## config.mk

```make
export PLATFORM = sky130hd
export DESIGN_NAME = ram_port_arbiter
export DESIGN_NICKNAME = d
export VERILOG_FILES = /design/src/rtl/cpu_pkg.sv /design/src/rtl/ram_port_arbiter.sv
export SDC_FILE = /design/constraint.sdc
export NUM_CORES = 1
export LEC_CHECK = 0
export BUFFER_PORTS_ARGS = -buffer_cell sky130_fd_sc_hd__buf_2
export CAP_MARGIN = 10
export CORE_AREA = 10 10 56 70
export CTS_BUF_LIST = sky130_fd_sc_hd__clkbuf_4
export CTS_CLUSTER_SIZE = 24
export DETAILED_ROUTE_END_ITERATION = 12
export DIE_AREA = 0 0 66 80
export PLACE_DENSITY = 0.74
export SYNTH_ARGS = -nofsm -noshare
export SYNTH_HDL_FRONTEND = slang
export SYNTH_SLANG_ARGS = --single-unit
```

## constraint.sdc

```tcl
create_clock -name clk -period 3.1 [get_ports clk]
set_input_delay 0 -clock clk [delete_from_list [all_inputs] [get_ports clk]]
set_output_delay 0 -clock clk [all_outputs]
set_load 0.02 [all_outputs]
```

## src/rtl/cpu_pkg.sv

```systemverilog
// Shared CPU-side definitions: RAM geometry and the RAM port owner encoding,
// which the CU also uses for debug tracing.
package cpu_pkg;

  localparam int RAM_AW = 8;
  localparam int RAM_DW = 8;

  typedef enum logic [1:0] {
    OWN_NONE = 2'd0,
    OWN_CPU  = 2'd1,
    OWN_DBG  = 2'd2
  } owner_t;

endpackage

```

## src/rtl/ram_port_arbiter.sv

```systemverilog
// Shares the single-port data RAM between the CPU datapath (priority) and a
// debug/loader port that is force-granted after MAX_WAIT consecutive losses.
module ram_port_arbiter
  import cpu_pkg::*;
#(
  parameter int AW       = RAM_AW,
  parameter int DW       = RAM_DW,
  parameter int MAX_WAIT = 4
) (
  input  logic          clk,
  input  logic          reset,
  input  logic          cpu_we,
  input  logic          cpu_re,
  input  logic [AW-1:0] cpu_addr,
  input  logic [DW-1:0] cpu_wdata,
  output logic [DW-1:0] cpu_rdata,
  output logic          cpu_stall,
  input  logic          dbg_req,
  input  logic          dbg_we,
  input  logic [AW-1:0] dbg_addr,
  input  logic [DW-1:0] dbg_wdata,
  output logic          dbg_gnt,
  output logic [DW-1:0] dbg_rdata,
  output logic          dbg_valid,
  output logic          ram_we,
  output logic          ram_re,
  output logic [AW-1:0] ram_addr,
  output logic [DW-1:0] ram_wdata,
  input  logic [DW-1:0] ram_rdata
);

  localparam int             CW      = (MAX_WAIT < 1) ? 1 : $clog2(MAX_WAIT + 1);
  localparam logic [CW-1:0]  MAX_CNT = CW'(MAX_WAIT);

  logic [CW-1:0] r_wait_cnt;
  owner_t        r_rsp_pend;
  logic [DW-1:0] r_dbg_rdata;

  logic          w_cpu_act;
  logic          w_cpu_rd;
  logic          w_force;
  logic          w_grant_dbg;
  owner_t        w_owner;
  owner_t        w_rsp_nxt;
  logic          w_ram_we;
  logic          w_ram_re;
  logic [CW-1:0] w_wait_nxt;

  // Grant decision and RAM port mux; a simultaneous CPU we/re is a write.
  always_comb begin
    w_cpu_act   = cpu_we | cpu_re;
    w_cpu_rd    = cpu_re & ~cpu_we;
    w_force     = dbg_req & (r_wait_cnt == MAX_CNT);
    w_grant_dbg = dbg_req & (~w_cpu_act | w_force);
    w_owner     = w_grant_dbg ? OWN_DBG : OWN_CPU;

    w_ram_we  = cpu_we;
    w_ram_re  = w_cpu_rd;
    ram_addr  = cpu_addr;
    ram_wdata = cpu_wdata;
    if (w_owner == OWN_DBG) begin
      w_ram_we  = dbg_we;
      w_ram_re  = ~dbg_we;
      ram_addr  = dbg_addr;
      ram_wdata = dbg_wdata;
    end

    w_rsp_nxt = w_ram_re ? w_owner : OWN_NONE;

    w_wait_nxt = r_wait_cnt;
    if (!dbg_req || w_grant_dbg) begin
      w_wait_nxt = '0;
    end else if (r_wait_cnt != MAX_CNT) begin
      w_wait_nxt = r_wait_cnt + 1'b1;
    end
  end

  always_ff @(posedge clk or posedge reset) begin
    if (reset) begin
      r_wait_cnt  <= '0;
      r_rsp_pend  <= OWN_NONE;
      r_dbg_rdata <= '0;
    end else begin
      r_wait_cnt <= w_wait_nxt;
      r_rsp_pend <= w_rsp_nxt;
      if (r_rsp_pend == OWN_DBG) begin
        r_dbg_rdata <= ram_rdata;
      end
    end
  end

  assign ram_we    = w_ram_we;
  assign ram_re    = w_ram_re;
  assign dbg_gnt   = w_grant_dbg;
  assign cpu_stall = w_grant_dbg & w_cpu_act;
  assign cpu_rdata = ram_rdata;

  // Read data is shown live in the response cycle so dbg_valid and its data
  // coincide one cycle after the grant, then held from the capture register.
  assign dbg_valid = (r_rsp_pend == OWN_DBG);
  assign dbg_rdata = dbg_valid ? ram_rdata : r_dbg_rdata;

endmodule

```

# Word level (Yosys, flattened, before mapping)
# Index checks and enable logic that the tools add are counted.
dict set report totals {
  regBits 13
  inputBits 46
  output_inout_bits 37
}
dict set report classes {
  n_addsub 1
  n_eq_ne 4
  muxes 9
  n_bitwise 9
  reduce_logical 3
}
# operator count
set ops {}
lappend ops {{$mux 8} 3}
lappend ops {{$mux 3} 2}
lappend ops {{$and 1x1->1} 4}
lappend ops {{$eq 2x2->1 const B} 2}
lappend ops {{$mux 2} 2}
lappend ops {{$add 3x1->3 const B} 1}
lappend ops {{$eq 3x3->1 const B} 1}
lappend ops {{$ne 3x3->1 const B} 1}
lappend ops {{$not 1->1} 3}
lappend ops {{$mux 1} 2}
lappend ops {{$or 1x1->1} 2}
lappend ops {{$reduce_bool 2->1} 1}
lappend ops {{$logic_not 1->1} 1}
lappend ops {{$logic_or 1x1->1} 1}

# Depth between registers and ports, before layout
# Gate-level depths: netlist (run 1).
dict set report logic_depth {
  depth_word 8
  depth_mapped 6
  depth_no_buf 5
}

# Worst setup path before layout (run 1)
# Ideal clock, no wire load.
dict set report synth_timing {
  path_type {register to output}
  start {reg r_wait_cnt[0]}
  end {out ram_addr[0]}
  t_arrival_ns 1.547
  required_ns 3.100
  setup_slack_ns 1.553
  stages_incl_launch_ff 7
  path_buffers 1
  cell_sequence {dfrtp_1 -> inv_1 -> ha_1 -> and2_4 -> o21ai_4 -> buf_12 -> mux2_4}
}
dict set report synth_via {
  elab_chain_len 7
}
# element line_no
set synth_lines {}
lappend synth_lines {{start: declaration} ram_port_arbiter.sv:35} ;# logic [CW-1:0] r_wait_cnt;
lappend synth_lines {{start signal: assignment} ram_port_arbiter.sv:84} ;# r_wait_cnt <= w_wait_nxt;
lappend synth_lines {{$eq 3x3->1} ram_port_arbiter.sv:53} ;# w_force = dbg_req & (r_wait_cnt == MAX_CNT);
lappend synth_lines {{$and 1x1->1} ram_port_arbiter.sv:53}
lappend synth_lines {{$or 1x1->1} ram_port_arbiter.sv:54} ;# w_grant_dbg = dbg_req & (~w_cpu_act | w_force);
lappend synth_lines {{$and 1x1->1} ram_port_arbiter.sv:54}
lappend synth_lines {{$mux 2} ram_port_arbiter.sv:55} ;# w_owner = w_grant_dbg ? OWN_DBG : OWN_CPU;
lappend synth_lines {{$eq 2x2->1} ram_port_arbiter.sv:61} ;# if (w_owner == OWN_DBG) begin
lappend synth_lines {{$mux 8} ram_port_arbiter.sv:61}
lappend synth_lines {{end: declaration} ram_port_arbiter.sv:27} ;# output logic [AW-1:0] ram_addr,
# No other way between the ends.

# Final worst setup path (run 1)
dict set report layout_timing {
  start {reg r_wait_cnt[0]}
  end {out ram_wdata[2]}
}
dict set report layout_via {
  elab_chain_len 7
}
# element line_no
set layout_lines {}
lappend layout_lines {{$eq 3x3->1} ram_port_arbiter.sv:53}
lappend layout_lines {{$and 1x1->1} ram_port_arbiter.sv:53}
lappend layout_lines {{$or 1x1->1} ram_port_arbiter.sv:54}
lappend layout_lines {{$and 1x1->1} ram_port_arbiter.sv:54}
lappend layout_lines {{$mux 2} ram_port_arbiter.sv:55}
lappend layout_lines {{$eq 2x2->1} ram_port_arbiter.sv:61}
lappend layout_lines {{$mux 8} ram_port_arbiter.sv:61}
lappend layout_lines {{end: declaration} ram_port_arbiter.sv:28} ;# output logic [DW-1:0] ram_wdata,
# No other way between the ends.

==> impl_metrics.csv, run 1 <==
group,metric,value,unit
routing,wire_per_inst,16.0,um
clocking,postCtsSetupRepairBufs,0,
floorplanning,num_io_pins,83,
global_route,busiest_layer,"met2",
timing,finalMaxSlewViolations,0,
cells_and_area,n_antenna_cell,0,
cells_and_area,multi_input_area,450,um^2
yosys,syn_nets,122,
power_and_ir_drop,leakagePower,0.780,nW
hold_path,hold_class,"in2reg",
yosys,syn_area,880,um^2
global_route,grt_pass1_vias,1013,
timing,setup_viol,0,
critical_path,crit_path_end_kind,"output pin",
place,dp_hpwl,2600,um
floorplanning,rows,21,
hold_path,holdPathStages,3,
routing,drt_iter0_markers,26,
yosys,synth_largest_area_cell,"dfrtp_1",
place,dp_cells,180,
timing,setup-tns-final,0,ns
yosys,async_reset_ff_share,100,%
clocking,clk_pin_slew,0.08,ns
timing,fmax,0.451,GHz
critical_path,rr_worst_depth,5,
clocking,cts_sinks,13,
yosys,yosysMostFrequentCell,"mux2_2",
timing,timing.slew.headroom,54.1,%
global_route,antenna_found_initial,0,
yosys,seq_area_frac_synth,37.0,%
cells_and_area,fin_nets,210,
timing,fin_crit,2.22,ns
timing,fin_crit_sh,71.5,%
clocking,clock_path_buffers,2,
yosys,synth_area_leaders,"dfrtp_1 37%, mux2_2 20%, mux2_4 14%, buf_4 6.8%, ha_1 2.8%",
timing,rsz0062_at_grt,"false",
clocking,cts_tree,"built",
clocking,cts_hold_buffers,11,
timing,fin_worst_skew,0.00834,ns
yosys,syn_avg_cell_area,11.9,um^2
flow_run,cap_violations,0,
critical_path,arrival,2.22,ns
yosys,yosys.area.top_type_share,37.0,%
critical_path,crit_chain,"inv_1, ha_1, and2_4, o21ai_4, mux2_2, buf_2",
clocking,cts-htree-levels,1,
clocking,cts_made_buffers,3,
floorplanning,fp.coreArea,2600,um^2
routing,antenna_left,0,
cells_and_area,seq_area,325,um^2
cells_and_area,stdcell_count,195,
routing,wirelength,3120,um
power_and_ir_drop,ir_worst_vdd,0.000184,V
critical_path,cp_slowest_stage_delay,0.50,ns
yosys,synth_edf_count,0,
global_route,use_met3,5.48,%
critical_path,cp_max_fo,18,
yosys,yosys-top-cells-count,"16 x mux2_2, 13 x dfrtp_1, 8 x buf_4, 8 x mux2_4",
global_route,grt_pass1_wl,4680,um
clocking,ctsResizeCount,0,
routing,dr.pass1.iters,5,
floorplanning,die_h,80,um
critical_path,critPathKind,"reg2out",
place,gp_congestion,0.740,
place,port_buffers,82,
cells_and_area,n_fill_cell,234,
global_route,grt_max_degree,19,
floorplanning,die-area,5280,um^2
routing,drc_errors,0,
global_route,track_usage,10.9,%
timing,final-hold-violation-count,0,
timing,hold-worst-slack,0.0330,ns
yosys,syn_inst,74,
cells_and_area,area_growth,57.8,%
routing,vias_per_cell,4.54,
outcome,status,"completed",
yosys,ys_dominant_reg_cell,"dfrtp_1",
global_route,use_met2,20.0,%
critical_path,worstPathRequired,3.10,ns
critical_path,start_kind,"flop",
global_route,grt_overflow,0,
timing,worst_pin_slew,0.687,ns
critical_path,slowest_stage,"o21ai_4",
yosys,synth_seq_cells,13,
clocking,ctsRootBufferMaster,"clkbuf_4",
yosys,synth_cell_type_count,21,
floorplanning,die_w,66,um
floorplanning,initial_utilization,33.8,%
routing,routed-via-count,885,
yosys,ys_warn_count,0,
cells_and_area,drive_gt1_share,70.8,%
clocking,clk_latency,0.27,ns
power_and_ir_drop,power_density,402,nW/um^2
global_route,grtUsageMet1,10.6,%
-- cells in the final DEF, fill, tap and decap left out --
cell	instances
and2_4	1
clkbuf_4	4
nand2_1	3
nor2_1	5
a211o_2	1
ha_1	2
dlygate4sd3_1	11
mux2_2	16
a32o_1	1
nor2b_1	1
buf_2	82
nor2_2	1
nor3b_1	1
nand3_1	1
o21ai_4	1
mux2_4	8
mux2i_1	1
dfrtp_1	13
nor3_1	1
inv_1	5
o21ai_0	2
-- final cells by class --
class | instances | share of cell area (%)
Clock buffer | 4 | 2.16
Sequential cell | 13 | 23.4
Inverter | 5 | 1.35
Timing Repair Buffer | 93 | 37.5
Tap cell | 34 | 3.07
Multi-Input combinational cell | 46 | 32.5
-- final timing paths --
kind | slack (ns) | endpoint | start
setup / recovery | 0.88 | ram_wdata[2] | r_wait_cnt[0]$_DFFE_PP0P_
hold / removal | 0.03 | r_rsp_pend[0]$_DFF_PP0_ | cpu_re
max in group asynchronous | 2.45 | r_rsp_pend[0]$_DFF_PP0_ | reset
min in group asynchronous | 0.31 | r_dbg_rdata[0]$_DFF_PP0_ | reset
setup reg to reg | 1.50 | r_rsp_pend[1]$_DFF_PP0_ | r_wait_cnt[0]$_DFFE_PP0P_
hold reg to reg | 0.49 | r_wait_cnt[0]$_DFFE_PP0P_ | r_wait_cnt[0]$_DFFE_PP0P_
-- routing by layer --
layer	vias up	wire (um)
met4	0	0
li1	421	-
met5	-	0
met2	68	1570
met1	396	1160
met3	0	385
-- state kept, by name, indices dropped and copies added (netlist names) --
signal	flops
r_dbg_rdata	8
r_wait_cnt	3
r_rsp_pend	2
-- kinds of logic after synthesis --
family | count (synthesis) | share of synthesized area (%)
muxes | 25 | 35.3
buffers and inverters | 15 | 11.8
and+or+nand+nor | 14 | 7.82
DFF | 13 | 37.0
AOI/OAI and AO/OA | 5 | 5.26
adders and majority gates | 2 | 2.84
-- worst max-delay path, delay by kind of cell (launching register included) --
kind | cells | cell delay, ns
AO/OA/AOI/OAI | 1 | 0.50
buffers and inverters | 2 | 0.22
multiplexers | 1 | 0.40
flip-flops | 1 | 0.39
adder cells (fa/ha/maj) | 1 | 0.24
AND/OR/NAND/NOR | 1 | 0.19
-- through the flow --
stage | area [um^2] | power (mW) | util, % | setup WS (ns)
5_1_grt | 1390 | 0.595 | 53.3 | 0.768
3_5_place_dp | 1250 | 0.442 | 48.0 | 1.18
4_1_cts | 1390 | 0.564 | 53.3 | 0.876
3_3_place_gp | 1250 | 0.434 | 48.0 | 1.27
2_1_floorplan | 880 | 0.359 | - | 1.55
6_report | 1390 | 0.558 | 53.3 | 0.883
-- where the power goes --
part | leakage [nW] | switching, mW | internal (mW) | total (mW)
clock network | 0.0184 | 0.0540 | 0.0585 | 0.112
logic | 0.598 | 0.133 | 0.108 | 0.240
registers | 0.164 | 0.00739 | 0.198 | 0.206
total | 0.780 | 0.194 | 0.365 | 0.558
No activity file was read; power rests on OpenSTA's default activity.
==> run 2: changes to the inputs <==
CORE_AREA = 10 10 57 70   (was 10 10 56 70)
DIE_AREA = 0 0 67 80   (was 0 0 66 80)
PLACE_DENSITY = 0.76   (was 0.74)
clock period = 1.9 ns   (was 3.1 ns; I/O delays follow)
==> run 2 against run 1 <==
Net effect:
- sequential cell count unchanged
- critical path depth up 1
- first-iteration DRC count fell by 19%
==> impl_metrics.csv, run 2 (synthesized netlist as in run 1, its figures left out) <==
group,metric,value,unit
outcome,status,"completed",
timing,rsz0062_at_grt,"true",
power_and_ir_drop,power_density,608,nW/um^2
timing,fin_worst_skew,0.00155,ns
routing,drc_errors,0,
timing,fmax,0.548,GHz
clocking,clock_path_buffers,2,
global_route,grt_max_degree,14,
cells_and_area,area_growth,82.1,%
critical_path,worstPathRequired,1.90,ns
cells_and_area,n_fill_cell,206,
clocking,clk_pin_slew,0.07,ns
place,port_buffers,82,
timing,fin_crit_sh,96.1,%
global_route,grt_overflow,0,
timing,finalMaxSlewViolations,0,
hold_path,min_to,"r_rsp_pend[0]$_DFF_PP0_",
critical_path,cp_max_fo,8,
cells_and_area,largest_register_ffs,8,
global_route,track_usage,12.8,%
timing,setup-tns-final,0,ns
cells_and_area,layout_common_cells,"66 x buf_2, 19 x buf_6, 16 x mux2_4, 13 x dfrtp_1, 11 x dlygate4sd3_1",
hold_path,holdPathStages,3,
global_route,grt_pass1_wl,5310,um
cells_and_area,n_antenna_cell,0,
clocking,cts_made_buffers,3,
timing,setup_viol,0,
clocking,clk_latency,0.26,ns
floorplanning,die_h,80,um
floorplanning,rows,21,
floorplanning,num_io_pins,83,
floorplanning,die_w,67,um
floorplanning,initial_utilization,33.1,%
cells_and_area,reg_top3,"r_dbg_rdata: 8 flops, r_wait_cnt: 3 flops, r_rsp_pend: 2 flops",
timing,timing.slew.headroom,67.9,%
power_and_ir_drop,leakagePower,0.898,nW
flow_run,cap_violations,0,
critical_path,rr_worst_depth,7,
cells_and_area,top_register,"r_dbg_rdata",
critical_path,crit_path_end_kind,"output pin",
clocking,ctsRootBufferMaster,"clkbuf_4",
timing,worst_pin_slew,0.480,ns
timing,final-hold-violation-count,0,
global_route,antenna_found_initial,0,
global_route,grt_pass1_vias,1085,
cells_and_area,fin_nets,218,
place,dp_hpwl,2610,um
critical_path,arrival,1.82,ns
critical_path,worstReg2RegEnd,"r_rsp_pend[1]$_DFF_PP0_",
routing,dr.pass1.iters,5,
power_and_ir_drop,ir_worst_vdd,0.000289,V
cells_and_area,drive_gt1_share,73.4,%
routing,routed-via-count,945,
critical_path,critPathKind,"reg2out",
routing,antenna_left,0,
power_and_ir_drop,power,974,uW
timing,fin_crit,1.82,ns
routing,wire_per_inst,17.5,um
floorplanning,die-area,5360,um^2
critical_path,crit_start,"r_wait_cnt[1]$_DFFE_PP0P_",
hold_path,min_from,"cpu_re",
hold_path,hold_class,"in2reg",
routing,wirelength,3560,um
cells_and_area,final_common_cell,"buf_2",
floorplanning,fp.coreArea,2650,um^2
routing,drt_iter0_markers,21,
place,gp_congestion,0.761,
critical_path,start_kind,"flop",
critical_path,reg2reg_slack,0.54,ns
critical_path,regToRegStartpoint,"r_wait_cnt[1]$_DFFE_PP0P_",
clocking,cts_tree,"built",
clocking,cts_sinks,13,
clocking,cts-htree-levels,1,
routing,vias_per_cell,4.66,
## run 2: per-layer routing
metal,up-vias,track usage (%),routed length (um)
met2,77,23.7,1820
met5,-,0,0
li1,438,-,-
met1,426,11.0,1170
met3,4,7.72,525
met4,0,4.12,44
## run 2: where the power goes
part	internal [mW]	switching, mW	leakage [nW]	total [mW]
registers	0.324	0.0120	0.164	0.336
logic	0.227	0.234	0.716	0.462
clock network	0.0954	0.0812	0.0184	0.177
total	0.646	0.327	0.898	0.974
## run 2: worst max-delay path: stages, from the launching register on
cell and delay, ns:
dfrtp_1 0.35, inv_1 0.07, ha_4 0.17, and2_4 0.16, o21ai_4 0.17, buf_6 0.18, mux2_4 0.31, buf_6 0.13
## run 2: worst max-delay path by stage
stage | endpoint | slack, ns
floorplan | ram_addr[0] | 0.35
global placement | ram_wdata[2] | 0.30
detailed placement | ram_wdata[6] | 0.24
CTS | ram_addr[5] | -0.04
global route | ram_addr[5] | -0.02
finish | ram_addr[5] | 0.08
## run 2: metrics by stage
stage	area [um^2]	setup slack, ns	util, %	instances	hold WS, ns
floorplan	880	0.353	-	74	-0.123
global placement	1270	0.302	48.0	182	0.0311
finish	1600	0.0750	60.3	203	0.0187
global route	1600	-0.0243	60.3	203	0.00144
CTS	1670	-0.0420	62.8	206	0.00164
detailed placement	1270	0.239	48.0	182	0.0409
## run 2: timing repair
action / in CTS / in global routing
setup buffers: 7 / 0
gates cloned: 2 / 0
endpoints found under the hold margin: 23 / 0
pin swaps: 2 / 2
endpoints found under the setup margin: 16 / 16
hold buffers: 11 / 0
resized for setup: 46 / 2
## run 2: layout make-up
class / count / area, um^2 / share of cell area [%]
clock buffers: 4 / 30.0 / 1.87
inverters: 5 / 18.8 / 1.17
repair buffers: 101 / 692 / 43.2
multi-input cells: 46 / 493 / 30.8
flip-flops and latches: 13 / 325 / 20.3
well taps: 34 / 42.5 / 2.66
==> run 3: changes to the inputs <==
CORE_AREA = 10 10 62 64   (was 10 10 57 70)
DIE_AREA = 0 0 72 74   (was 0 0 67 80)
PLACE_DENSITY = 0.77   (was 0.76)
==> run 3 against run 2 <==
Net effect:
- first-iteration DRC count shrank 71%
- fmax shrank 1.3%
- power grew 0.21%
==> impl_metrics.csv, run 3 (synthesized netlist as in run 1, its figures left out) <==
group,metric,value,unit
cells_and_area,top_register,"r_dbg_rdata",
timing,worst_pin_slew,0.498,ns
floorplanning,die-area,5330,um^2
power_and_ir_drop,power_density,607,nW/um^2
place,port_buffers,82,
clocking,cts-htree-levels,1,
timing,fin_worst_skew,0.00357,ns
critical_path,cp_slowest_stage_delay,0.36,ns
routing,wire_per_inst,17.6,um
clocking,cts_tree,"built",
cells_and_area,fin_nets,220,
place,pre_cts_slack,0.192,ns
timing,timing.slew.headroom,66.7,%
timing,fmax,0.541,GHz
timing,rsz0062_at_grt,"true",
clocking,ctsRootBufferMaster,"clkbuf_4",
critical_path,start_kind,"flop",
place,postPlaceCellArea,1270,um^2
clocking,cts_made_buffers,3,
timing,finalMaxSlewViolations,0,
cells_and_area,final_common_cell,"buf_2",
critical_path,critPathKind,"reg2out",
floorplanning,rows,19,
cells_and_area,n_antenna_cell,0,
cells_and_area,stdcell_count,202,
cells_and_area,drive_gt1_share,73.1,%
global_route,grt_overflow,0,
cells_and_area,final_util,60.3,%
global_route,antenna_found_initial,0,
critical_path,cp_max_fo,9,
timing,fin_crit_sh,97.3,%
cells_and_area,area_growth,82.6,%
clocking,cts_sinks,13,
flow_run,cap_violations,0,
cells_and_area,n_fill_cell,214,
routing,drt_iter0_markers,6,
timing,setup_viol,0,
timing,final-hold-violation-count,0,
power_and_ir_drop,leakagePower,0.908,nW
timing,fin_ws,0.0507,ns
floorplanning,die_h,74,um
routing,antenna_left,0,
critical_path,slowest_stage,"dfrtp_1",
floorplanning,die_w,72,um
outcome,status,"completed",
global_route,grt_pass1_vias,1106,
power_and_ir_drop,ir_worst_vdd,0.000461,V
cells_and_area,reg_top3,"r_dbg_rdata: 8 flops, r_wait_cnt: 3 flops, r_rsp_pend: 2 flops",
cells_and_area,final_cell_area,1610,um^2
critical_path,crit_path_end_kind,"output pin",
critical_path,worstPathRequired,1.90,ns
routing,dr.pass1.iters,3,
floorplanning,fp.coreArea,2660,um^2
routing,routed-via-count,955,
clocking,clock_path_buffers,2,
power_and_ir_drop,power,976,uW
cells_and_area,layout_common_cells,"66 x buf_2, 18 x buf_6, 16 x mux2_4, 13 x dfrtp_1, 11 x dlygate4sd3_1",
cells_and_area,largest_register_ffs,8,
hold_path,hold_class,"in2reg",
clocking,clk_latency,0.27,ns
routing,wirelength,3560,um
global_route,grt_max_degree,14,
critical_path,crit_chain,"inv_1, ha_2, and2_4, o21ai_4, buf_8, mux2_4, buf_6",
global_route,grt_pass1_wl,5270,um
place,dp_hpwl,2650,um
place,gp_congestion,0.758,
routing,drc_errors,0,
floorplanning,initial_utilization,33.0,%
critical_path,arrival,1.85,ns
routing,vias_per_cell,4.73,
place,dp_cells,179,
timing,fin_crit,1.85,ns
clocking,clk_pin_slew,0.08,ns
floorplanning,num_io_pins,83,
global_route,track_usage,12.5,%
## run 3: final cells by class
type	count	area, um^2	share of cell area (%)
Clock buffer	4	30.0	1.87
Inverter	5	18.8	1.17
Multi-Input combinational cell	46	483	30.1
Tap cell	31	38.8	2.41
Sequential cell	13	325	20.2
Timing Repair Buffer	103	711	44.2
## run 3: where the power goes
part           internal (mW)  switching [mW]  total [mW]
Clock                 0.0955          0.0857       0.181
Combinational          0.228           0.232       0.460
Sequential             0.323          0.0115       0.335
Total                  0.647           0.329       0.976
## run 3: worst max-delay path: cells and delay by family (launching register included)
family	cells	cell delay (ns)
flip-flops	1	0.36
buffers and inverters	3	0.36
multiplexers	1	0.31
AO/OA/AOI/OAI	1	0.20
adder cells (fa/ha/maj)	1	0.18
AND/OR/NAND/NOR	1	0.17
## run 3: per-stage QoR
stage,TNS (ns),hold slack [ns]
floorplan,0,-0.123
global route,-0.0886,0.00499
detailed placement,0,0.0473
finish,0,0.0173
global placement,0,0.0299
CTS,-0.177,0.00480
## run 3: repair_timing
| action | CTS | global route |
|---|---|---|
| hold endpoints to repair | 23 | 0 |
| setup endpoints to repair | 16 | 16 |
| hold buffers | 11 | 0 |
| gates resized for setup | 42 | 5 |
| pin swaps | 2 | 2 |
| buffers inserted | 8 | 1 |
| cloned | 2 | 0 |
## run 3: worst paths after layout
path	from	endpoint	slack [ns]	cells past startpoint
max in group asynchronous	reset	r_wait_cnt[2]$_DFFE_PP0P_	1.27	3
min	cpu_re	r_rsp_pend[0]$_DFF_PP0_	0.02	3
max	r_wait_cnt[0]$_DFFE_PP0P_	ram_addr[5]	0.05	7
min reg2reg	r_dbg_rdata[5]$_DFF_PP0_	r_dbg_rdata[5]$_DFF_PP0_	0.50	1
max reg2reg	r_wait_cnt[0]$_DFFE_PP0P_	r_rsp_pend[1]$_DFF_PP0_	0.52	7
min in group asynchronous	reset	r_dbg_rdata[2]$_DFF_PP0_	0.30	3
## run 3: layer usage
metal	GRT usage, %	wire [um]	up-vias
met3	7.45	457	4
li1	-	-	445
met5	0	0	-
met1	9.65	1120	452
met2	25.0	1950	54
met4	3.87	30	0
